$ cat src/rtl/vga_pkg.sv
// Shared pong definitions: game-state encoding used by the sequencer and the text overlay.
// Latency: n/a (types only).
// Backpressure: n/a.
package vga_pkg;

    // The overlay renderer draws nothing for GAME_PLAY and SERVE_WAIT.
    typedef enum logic [1:0] {
        MENU_START = 2'b00,
        GAME_PLAY  = 2'b01,
        GAME_OVER  = 2'b10,
        SERVE_WAIT = 2'b11
    } game_state_t;

    localparam int SCORE_W = 4;

endpackage

$ cat src/rtl/game_ctrl_frame_timer.sv
// Frame timer: vblnk rising-edge detector plus a loadable frame down-counter.
// Latency: load takes effect next clk; expire is combinational on the final frame tick.
// Backpressure: none; free-running on vblnk.
module frame_timer #(
    parameter int W = 4
) (
    input  logic         clk,
    input  logic         rst,
    input  logic         vblnk,
    input  logic         load,
    input  logic [W-1:0] load_val,
    output logic         done,
    output logic         expire
);

    logic         vblnk_q;
    logic         frame_tick;
    logic [W-1:0] cnt;

    // Delay vblnk by one cycle so its rising edge yields a single-cycle tick.
    always_ff @(posedge clk) begin
        if (rst) vblnk_q <= 1'b0;
        else     vblnk_q <= vblnk;
    end

    assign frame_tick = vblnk & ~vblnk_q;

    // Load wins over a coincident tick; the counter parks at zero.
    always_ff @(posedge clk) begin
        if (rst)                         cnt <= '0;
        else if (load)                   cnt <= load_val;
        else if (frame_tick && cnt != '0) cnt <= cnt - W'(1);
    end

    assign done = (cnt == '0);

    // Fires on the tick that brings the count to zero, so the consumer reacts one clk after vblnk rises.
    assign expire = frame_tick && (cnt <= W'(1));

endmodule

$ cat src/rtl/game_ctrl.sv
// Pong game sequencer: owns game state and scores, drives overlay state and ball hold/serve.
// Latency: every input event changes the registered outputs exactly 1 clk later.
// Backpressure: none; point pulses and start presses are acted on or dropped, never queued.
module game_ctrl
    import vga_pkg::*;
#(
    parameter int WIN_SCORE       = 5,
    parameter int SERVE_FRAMES    = 60,
    parameter int OVER_FRAMES     = 300,
    parameter int DEBOUNCE_FRAMES = 6
) (
    input  logic               clk,
    input  logic               rst,
    input  logic               vblnk,
    input  logic               start_btn,
    input  logic               point_p1,
    input  logic               point_p2,
    output logic [1:0]         state,
    output logic [SCORE_W-1:0] player1_score,
    output logic [SCORE_W-1:0] player2_score,
    output logic               ball_hold,
    output logic               serve_dir
);

    localparam int MAX_FRAMES = (SERVE_FRAMES > OVER_FRAMES) ? SERVE_FRAMES : OVER_FRAMES;
    localparam int CW         = $clog2(MAX_FRAMES + 1);
    localparam int DW_RAW     = $clog2(DEBOUNCE_FRAMES + 1);
    localparam int DW         = (DW_RAW < 1) ? 1 : DW_RAW;

    localparam logic [SCORE_W-1:0] WIN      = SCORE_W'(WIN_SCORE);
    localparam logic [CW-1:0]      SERVE_LD = CW'(SERVE_FRAMES);
    localparam logic [CW-1:0]      OVER_LD  = CW'(OVER_FRAMES);
    localparam logic [DW-1:0]      LOCK_LD  = DW'(DEBOUNCE_FRAMES);

    // A 4-bit score cannot represent a winning score outside 1..15.
    if (WIN_SCORE < 1 || WIN_SCORE > 15) begin : g_bad_win_score
        $error("game_ctrl: WIN_SCORE must be in 1..15");
    end

    game_state_t        state_r;
    logic [SCORE_W-1:0] p1_r;
    logic [SCORE_W-1:0] p2_r;
    logic               hold_r;
    logic               dir_r;
    logic               start_q;

    logic          start_evt;
    logic          lock_done;
    logic          lock_expire;
    logic          tmr_load;
    logic [CW-1:0] tmr_val;
    logic          tmr_done;
    logic          tmr_expire;
    logic          p1_only;
    logic          p2_only;
    logic          p1_win;
    logic          p2_win;
    logic          unused_timer_flags;

    // Simultaneous points cancel each other out.
    assign p1_only = point_p1 & ~point_p2;
    assign p2_only = point_p2 & ~point_p1;
    assign p1_win  = (p1_r + 4'd1) == WIN;
    assign p2_win  = (p2_r + 4'd1) == WIN;

    // Only an edge seen while the lockout is idle counts; it also re-arms the lockout in any state.
    assign start_evt = start_btn & ~start_q & lock_done;

    assign unused_timer_flags = lock_expire ^ tmr_done;

    // Remember the previous button level for edge detection.
    always_ff @(posedge clk) begin
        if (rst) start_q <= 1'b0;
        else     start_q <= start_btn;
    end

    frame_timer #(.W(DW)) u_lock_timer (
        .clk      (clk),
        .rst      (rst),
        .vblnk    (vblnk),
        .load     (start_evt),
        .load_val (LOCK_LD),
        .done     (lock_done),
        .expire   (lock_expire)
    );

    // Reload the FSM frame timer on every entry to serve_wait or game_over.
    always_comb begin
        tmr_load = 1'b0;
        tmr_val  = SERVE_LD;
        case (state_r)
            MENU_START: begin
                if (start_evt) tmr_load = 1'b1;
            end
            GAME_PLAY: begin
                if (p1_only) begin
                    tmr_load = 1'b1;
                    if (p1_win) tmr_val = OVER_LD;
                end else if (p2_only) begin
                    tmr_load = 1'b1;
                    if (p2_win) tmr_val = OVER_LD;
                end
            end
            default: ;
        endcase
    end

    frame_timer #(.W(CW)) u_fsm_timer (
        .clk      (clk),
        .rst      (rst),
        .vblnk    (vblnk),
        .load     (tmr_load),
        .load_val (tmr_val),
        .done     (tmr_done),
        .expire   (tmr_expire)
    );

    // Game sequencer with registered state, scores, ball hold and serve direction.
    always_ff @(posedge clk) begin
        if (rst) begin
            state_r <= MENU_START;
            p1_r    <= '0;
            p2_r    <= '0;
            hold_r  <= 1'b1;
            dir_r   <= 1'b0;
        end else begin
            case (state_r)
                MENU_START: begin
                    hold_r <= 1'b1;
                    p1_r   <= '0;
                    p2_r   <= '0;
                    if (start_evt) begin
                        state_r <= SERVE_WAIT;
                        dir_r   <= 1'b0;
                    end
                end
                SERVE_WAIT: begin
                    if (tmr_expire) begin
                        state_r <= GAME_PLAY;
                        hold_r  <= 1'b0;
                    end
                end
                GAME_PLAY: begin
                    // The scorer's opponent conceded, so the ball is launched towards the conceder.
                    if (p1_only) begin
                        p1_r    <= p1_r + 4'd1;
                        hold_r  <= 1'b1;
                        state_r <= p1_win ? GAME_OVER : SERVE_WAIT;
                        if (!p1_win) dir_r <= 1'b1;
                    end else if (p2_only) begin
                        p2_r    <= p2_r + 4'd1;
                        hold_r  <= 1'b1;
                        state_r <= p2_win ? GAME_OVER : SERVE_WAIT;
                        if (!p2_win) dir_r <= 1'b0;
                    end
                end
                GAME_OVER: begin
                    hold_r <= 1'b1;
                    if (start_evt || tmr_expire) begin
                        state_r <= MENU_START;
                        p1_r    <= '0;
                        p2_r    <= '0;
                    end
                end
                default: state_r <= MENU_START;
            endcase
        end
    end

    assign state         = state_r;
    assign player1_score = p1_r;
    assign player2_score = p2_r;
    assign ball_hold     = hold_r;
    assign serve_dir     = dir_r;

endmodule

$ cat config.mk
export PLATFORM = sky130hd
export DESIGN_NAME = game_ctrl
export DESIGN_NICKNAME = d
export VERILOG_FILES = /design/src/rtl/vga_pkg.sv /design/src/rtl/game_ctrl_frame_timer.sv /design/src/rtl/game_ctrl.sv
export SDC_FILE = /design/constraint.sdc
export NUM_CORES = 1
export LEC_CHECK = 0
export BUFFER_PORTS_ARGS = -buffer_cell sky130_fd_sc_hd__buf_4
export CORE_MARGIN = 5
export CORE_UTILIZATION = 52
export CTS_BUF_LIST = sky130_fd_sc_hd__clkbuf_8
export CTS_CLUSTER_DIAMETER = 120
export CTS_CLUSTER_SIZE = 25
export DETAILED_ROUTE_END_ITERATION = 16
export HOLD_SLACK_MARGIN = 0.08
export PLACE_DENSITY = 0.83
export SYNTH_ARGS = -nofsm -noshare
export SYNTH_HDL_FRONTEND = slang
export SYNTH_SLANG_ARGS = --single-unit
$ cat constraint.sdc
create_clock -name clk -period 2.1 [get_ports clk]
set_input_delay 0.315 -clock clk [delete_from_list [all_inputs] [get_ports clk]]
set_output_delay 0.315 -clock clk [all_outputs]
set_load 0.02 [all_outputs]
==> flow_summary.toml, run 1 <==
[run_status]
status = "finished clean"

[sta]
relSlewSlack_pct = 61.96
drv_slew = 0
max_slew.worst_pin.slew_ns = 0.5562
post-route-period-util_pct = 89.51
rsz0062_at_grt = "no"
whs_ns = 0.2727
hold_violations = 0
finalSetupTns_ns = 0
fin_skew_ns = 0.005919
timing.fmax_mhz = 532.0
finalSetupViolations = 0
finalCriticalPeriod_ns = 1.880

[clocking]
cts_tree = "yes"
cts_buffer_depth = 2
clock_latency_ns = 0.27
postCtsSetupBuffers = 0
cts_buffers = 3
cts-root-buf = "clkbuf_8"
htreeDepth = 1
postCtsResizedCells = 0
hold_buffers = 0
cts.sinks = 26
clk_pin_slew_ns = 0.09

[yosys]
synthArstFlopShare_pct = 0
syn_area_mm2 = 0.001540
ys_ff_latch = 26
synth_edf_count = 0
yosys_most_used_dff = "dfxtp_1"
synth_cell_type_count = 54
ys_top_cells_by_count = "dfxtp_1, inv_1, ha_1, nand2_1, nor2_1"
ys_seq_area_share_pct = 33.79
synthTopCellsByArea = "dfxtp_1, ha_1, inv_1"
syn_area_per_cell_um2 = 8.605
ys_warn_count = 0
synth.most_common_cell = "dfxtp_1"
synth_largest_area_cell = "dfxtp_1"
synth_top_area_share_pct = 33.79
syn_inst = 179
syn-num-nets = 196

[die]
ios = 18
die_x_um = 64.43
core_area_mm2 = 0.002805
die_height_um = 64.43
start_util_pct = 54.91
die_area_mm2 = 0.004151
row_count = 19

[drt]
wl_per_cell_um = 15.38
wirelength_um = 3475
drt-pass1-iter-count = 4
drt_iter0_markers = 134
drcViolationCount = 0
ant_nets = 0
viasPerCell = 6.239
vias = 1410

[place]
placed_area_mm2 = 0.001680
io_buffer_count = 17
routabilityCongestion = 0.8385
dp_hpwl_um = 2607

[layout]
fin_area_mm2 = 0.001735
drive_above_1_share_pct = 13.85
multiInputGateArea_um2 = 918.4
nFillCells = 256
seq_area_um2 = 520.5
post-route-util_pct = 61.86
num-nets-final = 213
area_growth_pct = 12.67
antenna_cells = 0

[flow_run]
drv.max_cap_violation_count = 0

[worst_setup_path]
end_kind = "flop"
path_max_fanout = 7
crit_arrival_ns = 2.05
cpPeakStageDelay_ns = 0.36
cp_cell_sequence = "inv_1 > ha_1 > o21bai_1 > a41oi_1 > nand2_1 > a211oi_1"
start_kind = "flop"
worst-path-buf-inv = 1
cp_slowest_cell = "a41oi_1"
worst-endpoint-required_ns = 2.27
path_class = "reg -> reg"
crit_family = "compound AO/OA/AOI/OAI gates"

[power]
power_switching_uw = 646.0
p_seq_share_pct = 41.3
p_clk_share_pct = 19.7
p_int_uw = 1020
p_sw_share_pct = 38.77
leakage_uw = 0.0006407
fin_total_pwr_uw = 1666
powerDensity_mw_per_mm2 = 960.1
combinationalPowerShare_pct = 38.9
irDropWorstVdd_mv = 0.6864

[global_route]
grt_pass1_wl_um = 6216
grt_pass1_vias = 1504
grt_max_degree = 21
gr-total-overflow = 0
antenna_found_initial = 0
grt.total_usage_pct = 18.23

[hold_path]
hp-class = "in -> reg"
-- layout make-up --
class                      instances  area share (%)
multi-input combinational        128           52.92
timing repair buffer              17           7.354
sequential                        26           29.99
tap                               31           2.235
inverter                          20           4.326
clock buffer                       4           3.172
-- per-stage QoR --
step,instances,worst slack [ns]
finish,226,0.2204
global route,226,0.006633
CTS,226,0.2379
detailed placement,222,0.2091
global placement,222,0.2702
floorplan,179,0.3954
-- routing by layer --
layer | share of wire [%] | track usage, %
met1 | 43 | 20.53
met2 | 51 | 32.35
met3 | 4.8 | 4.491
met4 | 0.89 | 8.443
met5 | 0 | 0
-- worst register-to-register path, stage by stage, from the launching register on --
cell	delay, ns
dfxtp_1	0.35
inv_1	0.10
ha_1	0.19
o21bai_1	0.18
a41oi_1	0.36
nand2_1	0.27
a211oi_1	0.34
-- state kept, by name (all words and copies together) (netlist names), 2 cells and up --
name / flops
u_lock_timer.cnt: 3
player1_score: 4
state: 2
player2_score: 4
u_fsm_timer.cnt: 9
-- placed cells by master, fill, tap and decap left out, types with 6 or more instances in the layout --
cell and n:
ha_1 11, o21ai_0 7, dfxtp_1 26, nand2_1 11
inv_1 19, nand3_1 7, xnor2_1 6, a21oi_1 9
buf_4 17, nor2_1 11
-- final timing paths --
kind	startpoint	endpoint	slack (ns)	cells after the start
min reg2reg	u_fsm_timer.cnt[7]	u_fsm_timer.cnt[7]	0.49	2
max	u_fsm_timer.cnt[1]	player1_score[0]	0.22	6
min	start_btn	start_q	0.27	2
max reg2reg	u_fsm_timer.cnt[1]	player1_score[0]	0.22	6
-- power groups by stage --
stage / registers, uW / clock network [uW] / logic [uW]
after floorplan: 675 / 0 / 509
after global placement: 688 / 0 / 606
after detailed placement: 697 / 0 / 644
after CTS: 688 / 335 / 649
after global routing: 709 / 358 / 744
final: 689 / 329 / 649
-- logic make-up after synthesis --
family | synth area share [%]
AOI/OAI and AO/OA | 24.94
xor gates and xnor gates | 3.981
adders and majority gates | 8.936
buffers and inverters | 6.580
DFF | 33.79
and+or+nand+nor | 21.77
Power figures use the tool's default switching activity.
==> inputs of run 2 (changes only) <==
clock period = 2.4 ns   (was 2.1 ns; I/O delays follow)
==> run 2 against run 1 <==
Effect of this change: worst hold slack better by 0.038 ns; via count rose by 1.1%; register-to-register slack improved by 0.33 ns; die area is the same; fmax increased by 1.6%; clock-buffer cell count fell by 1; cell count is the same; global-route usage grew 0.24 points; clock power up 13%; combinational power shrank 14%; largest power group unchanged.
==> flow_summary.toml, run 2 (same netlist as run 1, synthesis figures left out) <==
[global_route]
use_met2_pct = 33.25
grt-busiest-layer = "met2"
grt_use_met1_pct = 20.81
use_met3_pct = 4.836
antenna_found_initial = 0
grt_pass1_wl_um = 6334
grt_pass1_vias = 1440
gr-total-overflow = 0
grt.total_usage_pct = 18.47
grt_max_degree = 21

[die]
core_area_mm2 = 0.002805
start_util_pct = 54.91
die_area_mm2 = 0.004151
ios = 18
row_count = 19
die_height_um = 64.43
die_x_um = 64.43

[clocking]
cts_buffer_depth = 2
clk_pin_slew_ns = 0.10
hold_buffers = 0
postCtsSetupBuffers = 0
cts_tree = "yes"
cts_buffers = 3
clock_latency_ns = 0.28
postCtsResizedCells = 0
cts-root-buf = "clkbuf_8"
cts.sinks = 26
htreeDepth = 1

[worst_setup_path]
crit_arrival_ns = 2.02
cp_slowest_cell = "a2111oi_0"
path_class = "reg -> reg"
path_max_fanout = 5
crit_cells = 6
cpPeakStageDelay_ns = 0.62
r2r_cells = 6
crit_family = "compound AO/OA/AOI/OAI gates"
worst-endpoint-required_ns = 2.57
end_kind = "flop"
worst-path-buf-inv = 1
cp_cell_sequence = "inv_1 > ha_1 > nor3b_1 > a2111oi_0 > xnor2_1 > nor2_1"
start_kind = "flop"

[sta]
post-route-period-util_pct = 77.12
max_slew.worst_pin.slew_ns = 0.6125
finalCriticalPeriod_ns = 1.851
rsz0062_at_grt = "no"
timing.fmax_mhz = 540.3
finalSetupViolations = 0
relSlewSlack_pct = 58.11
hold_violations = 0
finalSetupTns_ns = 0
drv_slew = 0
fin_skew_ns = 0.01417

[place]
dp_hpwl_um = 2666
routabilityCongestion = 0.8444
io_buffer_count = 17

[drt]
drcViolationCount = 0
wirelength_um = 3528
drt_iter0_markers = 150
wl_per_cell_um = 15.61
viasPerCell = 6.310
ant_nets = 0
drt-pass1-iter-count = 4
vias = 1426

[flow_run]
drv.max_cap_violation_count = 0

[hold_path]
hp-class = "in -> reg"
holdPathStages = 2

[power]
combinationalPowerShare_pct = 36.5
irDropWorstVdd_mv = 0.7056
powerDensity_mw_per_mm2 = 877.8
p_sw_share_pct = 37.11
p_seq_share_pct = 39.3
p_clk_share_pct = 24.2
p_int_uw = 967.0
leakage_uw = 0.0006476
power_switching_uw = 570.7

[layout]
post-route-util_pct = 62.44
num-nets-final = 213
mostFrequentLayoutCells = "dfxtp_1, inv_1, buf_4"
largest_reg_flops = 9
mostFrequentLayoutCell = "dfxtp_1"
antenna_cells = 0
top_register = "u_fsm_timer.cnt"
area_growth_pct = 13.73
drive_above_1_share_pct = 13.85
nFillCells = 227

[run_status]
status = "finished clean"
## run 2: final timing paths
check	slack, ns	startpoint	end
setup / recovery	0.55	u_fsm_timer.cnt[0]	u_fsm_timer.cnt[6]
hold / removal	0.31	start_btn	start_q
setup reg to reg	0.55	u_fsm_timer.cnt[0]	u_fsm_timer.cnt[6]
hold reg to reg	0.49	u_fsm_timer.cnt[7]	u_fsm_timer.cnt[7]
## run 2: cell type report
class / count / area (um^2) / share of cell area (%)
clock buffer: 3 / 41.29 / 2.357
clock inverter: 1 / 30.03 / 1.714
inverter: 20 / 75.07 / 4.286
multi-input combinational: 128 / 918.4 / 52.43
sequential: 26 / 520.5 / 29.71
tap: 31 / 38.79 / 2.214
timing repair buffer: 17 / 127.6 / 7.286
## run 2: layer usage
| metal | vias up | wire [um] |
|---|---|---|
| met2 | 40 | 1761 |
| met3 | 6 | 186 |
| met5 | - | 0 |
| met4 | 0 | 38 |
| met1 | 682 | 1542 |
| li1 | 698 | - |
## run 2: through the flow
step                      power, uW  cells  cell area (um^2)  setup slack, ns  hold WS, ns
after global placement         1133    222              1680           0.5226       0.4647
after detailed placement       1168    222              1680           0.4592       0.4896
final                          1538    226              1752           0.5491       0.3110
after CTS                      1537    226              1752           0.5286       0.3083
after global routing           1658    226              1752           0.3060       0.3344
after floorplan                1037    179              1540           0.6612       0.4567
## run 2: power by group through the flow
stage	sequential, uW	combinational (uW)	clock, uW
5_1_grt	619	647	392
3_3_place_gp	602	531	0
4_1_cts	602	558	377
2_1_floorplan	591	446	0
6_report	605	561	372
3_5_place_dp	611	557	0
